==> config.mk <==
export PLATFORM = sky130hd
export DESIGN_NAME = dbus_demux3_flat
export DESIGN_NICKNAME = d
export VERILOG_FILES = /design/src/rtl/dbus_demux3_pkg.sv /design/src/rtl/dbus_demux3_if.sv /design/src/rtl/dbus_demux3_addr_decode.sv /design/src/rtl/dbus_demux3.sv /design/src/flat_wrapper.sv
export SDC_FILE = /design/constraint.sdc
export NUM_CORES = 1
export LEC_CHECK = 0
export CAP_MARGIN = 10
export CORE_AREA = 2 2 110 112
export DETAILED_ROUTE_END_ITERATION = 16
export DIE_AREA = 0 0 112 114
export PLACE_DENSITY = 0.68
export SLEW_MARGIN = 0
export SYNTH_ARGS = -nofsm -noshare
export SYNTH_HDL_FRONTEND = slang
export SYNTH_SLANG_ARGS = --single-unit
==> constraint.sdc <==
create_clock -name clk -period 3.9 [get_ports clk]
set_input_delay 0.78 -clock clk [delete_from_list [all_inputs] [get_ports clk]]
set_output_delay 0.78 -clock clk [all_outputs]
set_load 0.01 [all_outputs]
==> src/rtl/dbus_demux3_pkg.sv <==
// Shared definitions for the data-bus demultiplexer slice.
//   state_e      : demux FSM states (IDLE / WAIT / RESP, 2-bit encoding)
//   TGT_*        : target indices (RAM = 0, IO = 1, TIMER = 2)
//   DEF_BASE*/DEF_MASK* : default address map
//   hit_to_idx() : priority-resolved hit vector -> target index
package dbus_demux3_pkg;

  typedef enum logic [1:0] {
    S_IDLE = 2'd0,
    S_WAIT = 2'd1,
    S_RESP = 2'd2
  } state_e;

  localparam int unsigned N_TGT = 3;

  localparam logic [1:0] TGT_RAM   = 2'd0;
  localparam logic [1:0] TGT_IO    = 2'd1;
  localparam logic [1:0] TGT_TIMER = 2'd2;

  localparam logic [31:0] DEF_BASE0 = 32'h0000_0000;
  localparam logic [31:0] DEF_MASK0 = 32'hFFFF_0000;
  localparam logic [31:0] DEF_BASE1 = 32'h1000_0000;
  localparam logic [31:0] DEF_MASK1 = 32'hFFFF_F000;
  localparam logic [31:0] DEF_BASE2 = 32'h1000_1000;
  localparam logic [31:0] DEF_MASK2 = 32'hFFFF_FF00;

  function automatic logic [1:0] hit_to_idx(input logic [N_TGT-1:0] hit);
    if (hit[0])      return TGT_RAM;
    else if (hit[1]) return TGT_IO;
    else             return TGT_TIMER;
  endfunction

endpackage

==> src/rtl/dbus_demux3_if.sv <==
// Bus bundle between the CPU data-bus initiator, the demux and its three targets.
//   m_* : initiator request/response channel
//   s_* : shared target request payload, per-target valid/ready/response
// Modports:
//   master : the environment (initiator + targets) driving the demux
//   slave  : the demux itself
interface dbus_demux3_if
  import dbus_demux3_pkg::*;
#(
  parameter int unsigned ADDR_W = 32,
  parameter int unsigned DATA_W = 32
);
  logic                    m_req_valid;
  logic                    m_req_ready;
  logic [ADDR_W-1:0]       m_addr;
  logic                    m_we;
  logic [DATA_W-1:0]       m_wdata;
  logic [DATA_W/8-1:0]     m_be;
  logic                    m_rsp_valid;
  logic [DATA_W-1:0]       m_rdata;
  logic                    m_rsp_err;

  logic [N_TGT-1:0]        s_req_valid;
  logic [N_TGT-1:0]        s_req_ready;
  logic [ADDR_W-1:0]       s_addr;
  logic                    s_we;
  logic [DATA_W-1:0]       s_wdata;
  logic [DATA_W/8-1:0]     s_be;
  logic [N_TGT-1:0]        s_rsp_valid;
  logic [N_TGT*DATA_W-1:0] s_rdata;

  modport master (
    output m_req_valid, m_addr, m_we, m_wdata, m_be,
    input  m_req_ready, m_rsp_valid, m_rdata, m_rsp_err,
    input  s_req_valid, s_addr, s_we, s_wdata, s_be,
    output s_req_ready, s_rsp_valid, s_rdata
  );

  modport slave (
    input  m_req_valid, m_addr, m_we, m_wdata, m_be,
    output m_req_ready, m_rsp_valid, m_rdata, m_rsp_err,
    output s_req_valid, s_addr, s_we, s_wdata, s_be,
    input  s_req_ready, s_rsp_valid, s_rdata
  );

endinterface

==> src/rtl/dbus_demux3_addr_decode.sv <==
// Combinational address decoder for dbus_demux3.
//   addr_i : byte address from the initiator
//   hit_o  : priority-resolved one-hot hit vector (target 0 > 1 > 2), zero on miss
//   miss_o : no region matched
module dbus_addr_decode
  import dbus_demux3_pkg::*;
#(
  parameter int unsigned       ADDR_W = 32,
  parameter logic [ADDR_W-1:0] BASE0  = ADDR_W'(DEF_BASE0),
  parameter logic [ADDR_W-1:0] MASK0  = ADDR_W'(DEF_MASK0),
  parameter logic [ADDR_W-1:0] BASE1  = ADDR_W'(DEF_BASE1),
  parameter logic [ADDR_W-1:0] MASK1  = ADDR_W'(DEF_MASK1),
  parameter logic [ADDR_W-1:0] BASE2  = ADDR_W'(DEF_BASE2),
  parameter logic [ADDR_W-1:0] MASK2  = ADDR_W'(DEF_MASK2)
) (
  input  logic [ADDR_W-1:0] addr_i,
  output logic [N_TGT-1:0]  hit_o,
  output logic              miss_o
);

  logic [N_TGT-1:0] raw;

  always_comb begin
    raw[0] = ((addr_i & MASK0) == BASE0);
    raw[1] = ((addr_i & MASK1) == BASE1);
    raw[2] = ((addr_i & MASK2) == BASE2);

    // Overlapping regions resolve to the lowest index.
    hit_o = '0;
    if (raw[0])      hit_o[0] = 1'b1;
    else if (raw[1]) hit_o[1] = 1'b1;
    else if (raw[2]) hit_o[2] = 1'b1;

    miss_o = ~|raw;
  end

endmodule

==> src/rtl/dbus_demux3.sv <==
// 1-to-3 data-bus demultiplexer: routes the CPU MEM-stage initiator to
// data RAM (0), IO (1) or timer (2), tracks one outstanding transaction and
// returns the selected target's response. Unmapped addresses get an error.
//   clk, reset : clock, asynchronous active-high reset
//   bus        : dbus_demux3_if.slave (m_* initiator side, s_* target side)
// Optional watchdog: define DBUS_TIMEOUT_EN to end a WAIT with an error
// response after TIMEOUT cycles without a target response.
module dbus_demux3
  import dbus_demux3_pkg::*;
#(
  parameter int unsigned       ADDR_W  = 32,
  parameter int unsigned       DATA_W  = 32,
  parameter logic [ADDR_W-1:0] BASE0   = ADDR_W'(DEF_BASE0),
  parameter logic [ADDR_W-1:0] MASK0   = ADDR_W'(DEF_MASK0),
  parameter logic [ADDR_W-1:0] BASE1   = ADDR_W'(DEF_BASE1),
  parameter logic [ADDR_W-1:0] MASK1   = ADDR_W'(DEF_MASK1),
  parameter logic [ADDR_W-1:0] BASE2   = ADDR_W'(DEF_BASE2),
  parameter logic [ADDR_W-1:0] MASK2   = ADDR_W'(DEF_MASK2),
  parameter int unsigned       TIMEOUT = 255
) (
  input logic          clk,
  input logic          reset,
  dbus_demux3_if.slave bus
);

  state_e              state_q, state_d;
  logic [1:0]          sel_q, sel_d;
  logic                we_q, we_d;
  logic                rsp_valid_q, rsp_valid_d;
  logic [DATA_W-1:0]   rdata_q, rdata_d;
  logic                err_q, err_d;

  logic [N_TGT-1:0]    hit;
  logic                miss;
  logic                req_ready;
  logic [N_TGT-1:0]    req_valid;
  logic                rsp_hit;
  logic [DATA_W-1:0]   rsp_data;

`ifdef DBUS_TIMEOUT_EN
  localparam int unsigned WD_W = (TIMEOUT > 1) ? $clog2(TIMEOUT) : 1;
  logic [WD_W-1:0]     wd_q, wd_d;
`else
  // Keeps the parameter referenced when the watchdog is compiled out.
  logic                unused_timeout;
  assign unused_timeout = (TIMEOUT != 0);
`endif

  dbus_addr_decode #(
    .ADDR_W (ADDR_W),
    .BASE0  (BASE0),
    .MASK0  (MASK0),
    .BASE1  (BASE1),
    .MASK1  (MASK1),
    .BASE2  (BASE2),
    .MASK2  (MASK2)
  ) u_decode (
    .addr_i (bus.m_addr),
    .hit_o  (hit),
    .miss_o (miss)
  );

  always_comb begin
    state_d   = state_q;
    sel_d     = sel_q;
    we_d      = we_q;
    rdata_d   = rdata_q;
    err_d     = err_q;
    req_valid = '0;
    req_ready = 1'b0;
`ifdef DBUS_TIMEOUT_EN
    wd_d      = wd_q;
`endif

    rsp_hit  = 1'b0;
    rsp_data = '0;
    for (int unsigned i = 0; i < N_TGT; i++) begin
      if (sel_q == 2'(i)) begin
        rsp_hit  = bus.s_rsp_valid[i];
        rsp_data = bus.s_rdata[i*DATA_W +: DATA_W];
      end
    end

    case (state_q)
      S_IDLE: begin
        req_valid = {N_TGT{bus.m_req_valid}} & hit;
        // Misses are swallowed immediately; hits wait on the chosen target.
        req_ready = miss ? 1'b1 : |(hit & bus.s_req_ready);
        if (bus.m_req_valid && req_ready) begin
          if (miss) begin
            err_d   = 1'b1;
            rdata_d = '0;
            state_d = S_RESP;
          end else begin
            sel_d   = hit_to_idx(hit);
            we_d    = bus.m_we;
            state_d = S_WAIT;
`ifdef DBUS_TIMEOUT_EN
            wd_d    = '0;
`endif
          end
        end
      end
      S_WAIT: begin
        if (rsp_hit) begin
          rdata_d = we_q ? '0 : rsp_data;
          err_d   = 1'b0;
          state_d = S_RESP;
        end
`ifdef DBUS_TIMEOUT_EN
        else if (wd_q == WD_W'(TIMEOUT - 1)) begin
          rdata_d = '0;
          err_d   = 1'b1;
          state_d = S_RESP;
        end else begin
          wd_d = wd_q + 1'b1;
        end
`endif
      end
      S_RESP: begin
        state_d = S_IDLE;
      end
      default: begin
        state_d = S_IDLE;
      end
    endcase

    // Registered strobe aligned with the RESP state.
    rsp_valid_d = (state_d == S_RESP);
  end

  always_ff @(posedge clk or posedge reset) begin
    if (reset) begin
      state_q     <= S_IDLE;
      sel_q       <= '0;
      we_q        <= 1'b0;
      rsp_valid_q <= 1'b0;
      rdata_q     <= '0;
      err_q       <= 1'b0;
`ifdef DBUS_TIMEOUT_EN
      wd_q        <= '0;
`endif
    end else begin
      state_q     <= state_d;
      sel_q       <= sel_d;
      we_q        <= we_d;
      rsp_valid_q <= rsp_valid_d;
      rdata_q     <= rdata_d;
      err_q       <= err_d;
`ifdef DBUS_TIMEOUT_EN
      wd_q        <= wd_d;
`endif
    end
  end

  assign bus.m_req_ready = req_ready;
  assign bus.s_req_valid = req_valid;
  assign bus.m_rsp_valid = rsp_valid_q;
  assign bus.m_rdata     = rdata_q;
  assign bus.m_rsp_err   = err_q;

  assign bus.s_addr      = bus.m_addr;
  assign bus.s_we        = bus.m_we;
  assign bus.s_wdata     = bus.m_wdata;
  assign bus.s_be        = bus.m_be;

endmodule

==> src/flat_wrapper.sv <==
// flat-port wrapper written by rule: the top's interface ports become plain ports
module dbus_demux3_flat import dbus_demux3_pkg::*;
#(
  parameter int unsigned       ADDR_W  = 32,
  parameter int unsigned       DATA_W  = 32,
  parameter logic [ADDR_W-1:0] BASE0   = ADDR_W'(DEF_BASE0),
  parameter logic [ADDR_W-1:0] MASK0   = ADDR_W'(DEF_MASK0),
  parameter logic [ADDR_W-1:0] BASE1   = ADDR_W'(DEF_BASE1),
  parameter logic [ADDR_W-1:0] MASK1   = ADDR_W'(DEF_MASK1),
  parameter logic [ADDR_W-1:0] BASE2   = ADDR_W'(DEF_BASE2),
  parameter logic [ADDR_W-1:0] MASK2   = ADDR_W'(DEF_MASK2),
  parameter int unsigned       TIMEOUT = 255
)
  (clk, reset, bus_m_req_valid, bus_m_addr, bus_m_we, bus_m_wdata, bus_m_be, bus_m_req_ready, bus_m_rsp_valid, bus_m_rdata, bus_m_rsp_err, bus_s_req_valid, bus_s_addr, bus_s_we, bus_s_wdata, bus_s_be, bus_s_req_ready, bus_s_rsp_valid, bus_s_rdata);
  dbus_demux3_if #(.ADDR_W(ADDR_W), .DATA_W(DATA_W)) bus_i ();
  input logic clk;
  input logic reset;
  input wire logic [$bits(bus_i.m_req_valid)-1:0] bus_m_req_valid;
  input wire logic [$bits(bus_i.m_addr)-1:0] bus_m_addr;
  input wire logic [$bits(bus_i.m_we)-1:0] bus_m_we;
  input wire logic [$bits(bus_i.m_wdata)-1:0] bus_m_wdata;
  input wire logic [$bits(bus_i.m_be)-1:0] bus_m_be;
  output wire logic [$bits(bus_i.m_req_ready)-1:0] bus_m_req_ready;
  output wire logic [$bits(bus_i.m_rsp_valid)-1:0] bus_m_rsp_valid;
  output wire logic [$bits(bus_i.m_rdata)-1:0] bus_m_rdata;
  output wire logic [$bits(bus_i.m_rsp_err)-1:0] bus_m_rsp_err;
  output wire logic [$bits(bus_i.s_req_valid)-1:0] bus_s_req_valid;
  output wire logic [$bits(bus_i.s_addr)-1:0] bus_s_addr;
  output wire logic [$bits(bus_i.s_we)-1:0] bus_s_we;
  output wire logic [$bits(bus_i.s_wdata)-1:0] bus_s_wdata;
  output wire logic [$bits(bus_i.s_be)-1:0] bus_s_be;
  input wire logic [$bits(bus_i.s_req_ready)-1:0] bus_s_req_ready;
  input wire logic [$bits(bus_i.s_rsp_valid)-1:0] bus_s_rsp_valid;
  input wire logic [$bits(bus_i.s_rdata)-1:0] bus_s_rdata;
  assign bus_i.m_req_valid = bus_m_req_valid;
  assign bus_i.m_addr = bus_m_addr;
  assign bus_i.m_we = bus_m_we;
  assign bus_i.m_wdata = bus_m_wdata;
  assign bus_i.m_be = bus_m_be;
  assign bus_m_req_ready = bus_i.m_req_ready;
  assign bus_m_rsp_valid = bus_i.m_rsp_valid;
  assign bus_m_rdata = bus_i.m_rdata;
  assign bus_m_rsp_err = bus_i.m_rsp_err;
  assign bus_s_req_valid = bus_i.s_req_valid;
  assign bus_s_addr = bus_i.s_addr;
  assign bus_s_we = bus_i.s_we;
  assign bus_s_wdata = bus_i.s_wdata;
  assign bus_s_be = bus_i.s_be;
  assign bus_i.s_req_ready = bus_s_req_ready;
  assign bus_i.s_rsp_valid = bus_s_rsp_valid;
  assign bus_i.s_rdata = bus_s_rdata;
  dbus_demux3 #(.ADDR_W(ADDR_W), .DATA_W(DATA_W), .BASE0(BASE0), .MASK0(MASK0), .BASE1(BASE1), .MASK1(MASK1), .BASE2(BASE2), .MASK2(MASK2), .TIMEOUT(TIMEOUT)) u_core (.clk(clk), .reset(reset), .bus(bus_i));
endmodule
Yosys cells after proc, flatten, opt, wreduce, memory -nomap -nowiden
Cells that the tools add are included.
- register bits after elaboration: 39
- output and inout port bits: 107
- equality and inequality tests: 9
- muxes and demuxes: 29
- bitwise logic cells: 2
- reduce and logical (&&, ||, !) cells: 9
- operators by type and width (cell ; number):
    32-bit two-way mux ; 7
    32-bit case mux with 2 select lines ; 1
    32-bit logical NOT ; 1
    24-bit by 21-bit equality test with 1-bit output, second input constant ; 1
    20-bit by 17-bit equality test with 1-bit output, second input constant ; 1
    1-bit two-way mux ; 12
    2-bit two-way mux ; 6
    3-bit bitwise AND ; 2
    3-bit OR reduction ; 2
    2-bit by 1-bit equality test with 1-bit output, second input constant ; 2
    2-bit equality test, second input constant ; 2
    2-bit logical NOT ; 2
    2-bit by 1-bit inequality test with 1-bit output, second input constant ; 2
    2-bit case mux with 2 select lines ; 1
    4-bit AND reduction ; 1
    3-bit two-way mux ; 1
    3-bit AND reduction ; 1
    2-bit inequality test, second input constant ; 1
    1-bit case mux with 2 select lines ; 1
    2-bit nonzero test ; 1
    1-bit logical AND ; 1

Depth between registers and ports, before layout
Gate-level depths: netlist (run 1).
- depth in word-level cells: 11
- mapped depth: 9
- depth with buffers taken out: 5

By module
From an unflattened synthesis (run 1), not the netlist that was laid out.
- cells, all modules: 299
- area, all modules: 2960.3 um^2
- modules (own cells, without submodules) (module ; instances ; cells an instance ; area an instance (um^2) ; sequential area each (um^2)):
    dbus_demux3 ; 1 ; 285 ; 2874.0 ; 975.9
    dbus_addr_decode ; 1 ; 14 ; 86.3 ; 0.0

Worst setup path before layout (run 1)
OpenSTA, ideal clock, no wires.
- kind: in2out
- start: input bus_m_addr[13]
- end: output bus_m_req_ready
- data arrival time: 1.991 ns
- required time: 3.120 ns
- setup slack: 1.129 ns
- stages on the path: 4
- cell sequence: or4b_4 o32ai_2 a31oi_1 a21boi_0
- cells in the longest elaborated chain, start to end: 8
- elaborated cells on any way between the ends: 11
- classes of those cells: eq/ne: 2; mux: 6; bitwise: 1; reduce/logical: 2
- ends and longest elaborated chain (item ; RTL line ; RTL):
    start: declaration ; flat_wrapper.sv:19 ; input wire logic [$bits(bus_i.m_addr)-1:0] bus_m_addr;
    24-bit by 21-bit equality test with 1-bit output ; dbus_demux3_addr_decode.sv:26 ; raw[2] = ((addr_i & MASK2) == BASE2);
    1-bit two-way mux ; dbus_demux3_addr_decode.sv:32 ; else if (raw[2]) hit_o[2] = 1'b1;
    1-bit two-way mux ; dbus_demux3_addr_decode.sv:31 ; else if (raw[1]) hit_o[1] = 1'b1;
    2-bit two-way mux ; dbus_demux3_addr_decode.sv:30 ; if (raw[0]) hit_o[0] = 1'b1;
    3-bit bitwise AND ; dbus_demux3.sv:88 ; req_ready = miss ? 1'b1 : |(hit & bus.s_req_ready);
    3-bit OR reduction ; dbus_demux3.sv:88 ;
    1-bit two-way mux (*) ; dbus_demux3.sv:88 ;
    1-bit two-way mux (*) ; dbus_demux3.sv:84 ; case (state_q)
    end: declaration ; flat_wrapper.sv:23 ; output wire logic [$bits(bus_i.m_req_ready)-1:0] bus_m_req_ready;
Every way passes the cells marked *; elsewhere a longest branch is shown, timed or not.

Final worst setup path (run 1)
Same ends and word-level chain as after synthesis.

==> metrics.txt, run 1 <==
Post-Syn Instances between 300 and 400; width of the die 112 um; Slowest-stage cell, CP or4b_4; vias in the first global route 2,815; Yosys top cell area share between 30% and 40%; Initial Util 25.8%; crit-path max FO 4; Critical Path Start Type input pin; row count 40; Synth area leaders dfrtp_1 32%, buf_4 17%, mux2i_1 11%; Tot GR Track Use 14.1%; sequential fraction of the synthesis area 32.3%; First-pass DRT Iterations 4; syn nets 513; Hold Fails Final Rpt 0; Worst Path Class, Setup in2out; unrepaired setup endpoints after global routing no; layout cells sized above 1 6.00%; CTS Buf Count 5; global-route wire length before repair 14.7 mm; die area 12,800 um2; Placed Cells 589; Buffers & Inverters on Critical Path 2; post-CTS resize count 0; Lkg Pwr approximately 1.7 nW; mapped cell area 3020 um2; Worst-path clk slew about 60 ps; data required time of the worst path 3120 ps; clk sinks 39; WL final 9.59 mm; Pwr Density 226 nW/um2; Slew HR 21.8%; num ports 281; max_cap viols 0; vias post-DR ~2,900; syn avg cell area about 9 um2; Tmin final 3760 ps; final net count 623; Routed Antenna Nets 0; cell family with most CP delay buffers and inverters; number of cells in the finished layout apart from fillers 597; diode count 0; H-tree depth 2; CTS tree built; CTS Buffer Depth 2; HPWL after DPL 7.46 mm; port bufs 192; Filler cells 1,209; largest net degree at the start of global routing 40; post-route cell area ~4700 um2; Yosys warning count 0; Pins Over Slew Limit 0; r2r setup slk roughly 1300 ps; number of synthesized register bits 39; Tcrit/Tclk final 96.5%; cell taking the most area after synthesis dfrtp_1; most numerous cell in the Yosys netlist buf_4; P&R area growth vs syn 56.1%; fmax 266 MHz; Root Buffer clkbuf_16; VDD IR-drop max 177 uV; setup TNS 0 ps; post-synthesis async set-or-reset flop share 100%; First DRT Iteration DRCs between 40 and 50; Hold Buf Count CTS 0; wire per inst 16.1 um; endpoints failing setup 0; Die Y roughly 110 um; initial antenna violation count 0; post-CTS setup buffers 0; most frequent CP cell clkdlybuf4s50_1; Post-synth EDFFs 0; crit end category output pin; Min-Delay Path Class reg2reg; Unique masters post-synth 32; status completed; Worst Tran Pin Value 1170 ps; most common flop cell mapped by yosys dfrtp_1; crit-path max cell delay 580 ps; Cell Chain, Critical Path clkdlybuf4s50_1, or4b_4, o32ai_2, a31oi_1, a21boi_0, clkdlybuf4s50_1; Placement Cell Area 4560 um2; clk_lat worst skew ~270 ps; CP Data Arrival Time 2980 ps; Via-to-Cell Ratio between 4 and 5; top post-synthesis cells by count 69 x buf_4, 68 x nand2_1, 39 x dfrtp_1; RePlAce Congestion around 0.76; total grt overflow 0; Residual DRC 0; core footprint 11,700 um2; Layout Skew 3.08 ps
## power breakdown
part	leakage [nW]	internal (mW)	total (mW)	switching (mW)
clock network	0.0772	0.272	0.424	0.152
registers	0.534	0.406	0.407	0.000803
logic	1.04	0.163	0.234	0.0706
total	1.65	0.841	1.07	0.224
## worst reg2reg max path, delay by kind of cell, from the launching register on
| family | cells | cell delay [ps] |
|---|---|---|
| simple gates | 1 | 710 |
| buf+inv | 2 | 730 |
| mux | 1 | 150 |
| flops | 1 | 350 |
| compound gates | 2 | 560 |
## metrics by stage
stage	utilization (%)	power (mW)	hold slack [ps]	setup WS, ps
after global routing	40.2	1.11	486	20.3
after detailed placement	38.9	0.650	448	139
after CTS	40.2	1.08	459	139
final	40.2	1.07	461	136
after global placement	38.9	0.647	439	188
after floorplan	-	0.535	416	1130
## area by class of cell
type | instances | area, um2 | area share (%)
multi-input cells | 199 | 1390 | 29.6
well taps | 147 | 184 | 3.90
clock buffers | 8 | 156 | 3.32
inverters | 3 | 11.3 | 0.239
repair buffers | 201 | 1990 | 42.2
flip-flops and latches | 39 | 978 | 20.8
## cell usage in the layout, fill, tap and decap left out, types with 3 or more instances in the layout
master	n
clkdlybuf4s50_1	192
nand2_1	68
dfrtp_1	37
mux2i_1	33
o22a_1	32
o32ai_1	31
buf_4	9
nor2_1	5
clkbuf_16	5
o21ai_0	4
nor4_1	3
## state kept, by name (all words and copies together) (netlist names)
| register | flops |
|---|---|
| u_core.bus.m_rsp_valid | 1 |
| u_core.sel_q | 2 |
| u_core.bus.m_rdata | 32 |
| u_core.we_q | 1 |
| u_core.bus.m_rsp_err | 1 |
| u_core.state_q | 2 |
## path summary, 6_finish.rpt
path                                         from                      to  cells after the start
worst max-delay path               bus_m_addr[13]         bus_m_req_ready                      6
worst min-delay path            u_core.state_q[1]       u_core.state_q[0]                      1
worst max register to register    u_core.sel_q[0]  u_core.bus.m_rdata[14]                      6
worst min register to register  u_core.state_q[1]       u_core.state_q[0]                      1
max in group asynchronous                   reset         u_core.sel_q[1]                      3
min in group asynchronous                   reset  u_core.bus.m_rdata[18]                      3
## cells by family (layout without fill, tap and decap cells)
logic type / after synthesis / in the layout / synth area share, %
buffers and inverters: 101 / 212 / 21.6
AND/OR/NAND/NOR: 88 / 88 / 12.7
AO/OA/AOI/OAI: 77 / 77 / 21.9
flip-flops: 39 / 39 / 32.3
multiplexers: 34 / 34 / 11.4
## routing by layer
| layer | routed length, um | global-route usage [%] | vias up |
|---|---|---|---|
| met5 | 0 | 0 | - |
| met4 | 117 | 3.41 | 0 |
| met3 | 860 | 4.99 | 18 |
| met2 | 4810 | 24.5 | 147 |
| met1 | 3800 | 16.7 | 1335 |
| li1 | - | - | 1385 |
Power figures use the tool's default switching activity.
==> run 2, diff against run 1 <==
Settings changed: CAP_MARGIN 10 to 5.
==> results of run 2 <==
Same layout as run 1: the final DEF is identical, and so are final timing and power.
==> run 3, diff against run 2 <==
Settings changed: CTS_BUF_LIST set to sky130_fd_sc_hd__clkbuf_2.
==> metrics.txt, run 3 (synthesis gave the netlist of run 1 again) <==
Slew HR 21.8% (-0.054 points); Lkg Pwr 1.60 nW (-3.0%); post-route cell area 4590 um2 (-2.5%); fmax 266 MHz (about the same); post-CTS resize count 0 (unchanged); NetSw 0.200 mW (-10%); Routed Antenna Nets 0 (unchanged); Residual DRC 0 (unchanged); WL final 9.58 mm (-0.11%); vias post-DR 2,893 (+0.28%); hold slack 476 ps (+15.1 ps); Initial Util 25.8% (unchanged); final net count 623 (unchanged); CP Data Arrival Time 2980 ps (about the same); P&R area growth vs syn 52.2%; Flop pwr share 50.1% (+12 points); multi-input logic area 1390 um2 (unchanged); port bufs 192 (unchanged); Hold Buf Count CTS 0 (unchanged); HPWL after DPL 7.46 mm (unchanged); max reg flops 32 (unchanged); total grt overflow 0 (unchanged); Hold Fails Final Rpt 0 (unchanged); RePlAce Congestion 0.765 (unchanged); status completed; combinational power share 28.8% (+6.9 points); unrepaired setup endpoints after global routing no; First-pass DRT Iterations 4 (unchanged); vias in the first global route 2,816 (+0.036%); most frequent cells in the layout 192 x clkdlybuf4s50_1, 68 x nand2_1, 37 x dfrtp_1; post-CTS setup buffers 0 (unchanged); num ports 281 (unchanged); width of the die 112 um (unchanged); layout cells sized above 1 5.78% (-0.22 points); Cell Chain, Critical Path clkdlybuf4s50_1, or4b_4, o32ai_2, a31oi_1, a21boi_0, clkdlybuf4s50_1; Slowest-stage cell, CP or4b_4; Placement Cell Area 4560 um2 (unchanged); Layout Skew 17.1 ps (+14.1 ps); endpoints failing setup 0 (unchanged); Critical Path Start Type input pin; diode count 0 (unchanged); global-route wire length before repair 14.6 mm (about the same); Root Buffer clkbuf_2; most frequent CP cell clkdlybuf4s50_1; clk_lat worst skew 370 ps (+100 ps); Reg area 978 um2 (unchanged); First DRT Iteration DRCs 55 (+34%); crit-path max FO 4 (unchanged); Worst Path Class, Setup in2out; Clock Power Share 21.2% (-19 points); Pins Over Slew Limit 0 (unchanged); Worst Tran Pin Value 1170 ps (+0.814 ps); Tmin final 3760 ps (-0.128 ps); Tot GR Track Use 14.1% (-0.023 points); VDD IR-drop max 81.9 uV (-54%); clk sinks 39 (unchanged); CTS Buf Count 5 (unchanged); Via-to-Cell Ratio 4.85 (+0.28%); Worst-path clk slew 190 ps (+130 ps); Sw Ratio 24.6% (+3.6 points); Int Power 0.613 mW (-27%); H-tree depth 2 (unchanged); Die Y 114 um (unchanged); core footprint 11,700 um2 (unchanged); row count 40 (unchanged); largest net degree at the start of global routing 40 (unchanged); Tcrit/Tclk final 96.5% (about the same); max_cap viols 0 (unchanged); setup TNS 0 ps (unchanged); crit end category output pin; data required time of the worst path 3120 ps (about the same); CTS Buffer Depth 2 (unchanged); Filler cells 1,219 (+0.83%); most common cell after layout, fill and taps aside clkdlybuf4s50_1; wire per inst 16.0 um (-0.11%); Pwr Density 177 nW/um2 (-22%); initial antenna violation count 0 (unchanged); die area 12,800 um2 (unchanged); Min-Delay Path Class reg2reg; crit-path max cell delay 580 ps (about the same); CTS tree built
==> run 3: per-stage QoR <==
stage / util [%] / std cells / setup slack [ps] / total power, mW
2_1_floorplan: - / 339 / 1130 / 0.535
3_3_place_gp: 38.9 / 589 / 188 / 0.647
3_5_place_dp: 38.9 / 589 / 139 / 0.650
4_1_cts: 39.2 / 597 / 139 / 0.833
5_1_grt: 39.2 / 597 / 20.3 / 0.860
6_report: 39.2 / 597 / 136 / 0.813
==> run 3: path summary, 6_finish.rpt <==
path                              startpoint                endpoint  slack [ps]  cells past startpoint
max                           bus_m_addr[13]         bus_m_req_ready         140                      6
min                        u_core.state_q[1]       u_core.state_q[0]         480                      1
max reg2reg                  u_core.sel_q[0]  u_core.bus.m_rdata[21]        1270                      6
min reg2reg                u_core.state_q[1]       u_core.state_q[0]         480                      1
max in group asynchronous              reset         u_core.sel_q[1]        2740                      3
min in group asynchronous              reset  u_core.bus.m_rdata[18]         790                      3
==> run 3: layout make-up <==
class	instances	area share, %
clock inverter	2	0.163
inverter	3	0.245
tap	147	4.00
sequential	39	21.3
clock buffer	6	0.654
multi-input combinational	199	30.3
timing repair buffer	201	43.3
==> run 3: power groups by stage <==
stage	combinational (mW)	sequential, mW	clock, mW
floorplan	0.121	0.414	0
global placement	0.233	0.414	0
detailed placement	0.236	0.414	0
CTS	0.237	0.407	0.189
global route	0.250	0.408	0.203
finish	0.234	0.407	0.172
==> run 3: layer usage <==
layer	global-route usage [%]	wire, um	vias to the layer above
met5	0	0	-
met4	3.41	142	0
met3	4.99	872	20
met2	24.6	4750	153
met1	16.6	3810	1333
li1	-	-	1387
==> run 3: critical path, delay by kind of cell <==
| family | cells | cell delay [ps] |
|---|---|---|
| compound gates | 3 | 600 |
| simple gates | 1 | 580 |
| buf+inv | 2 | 1010 |
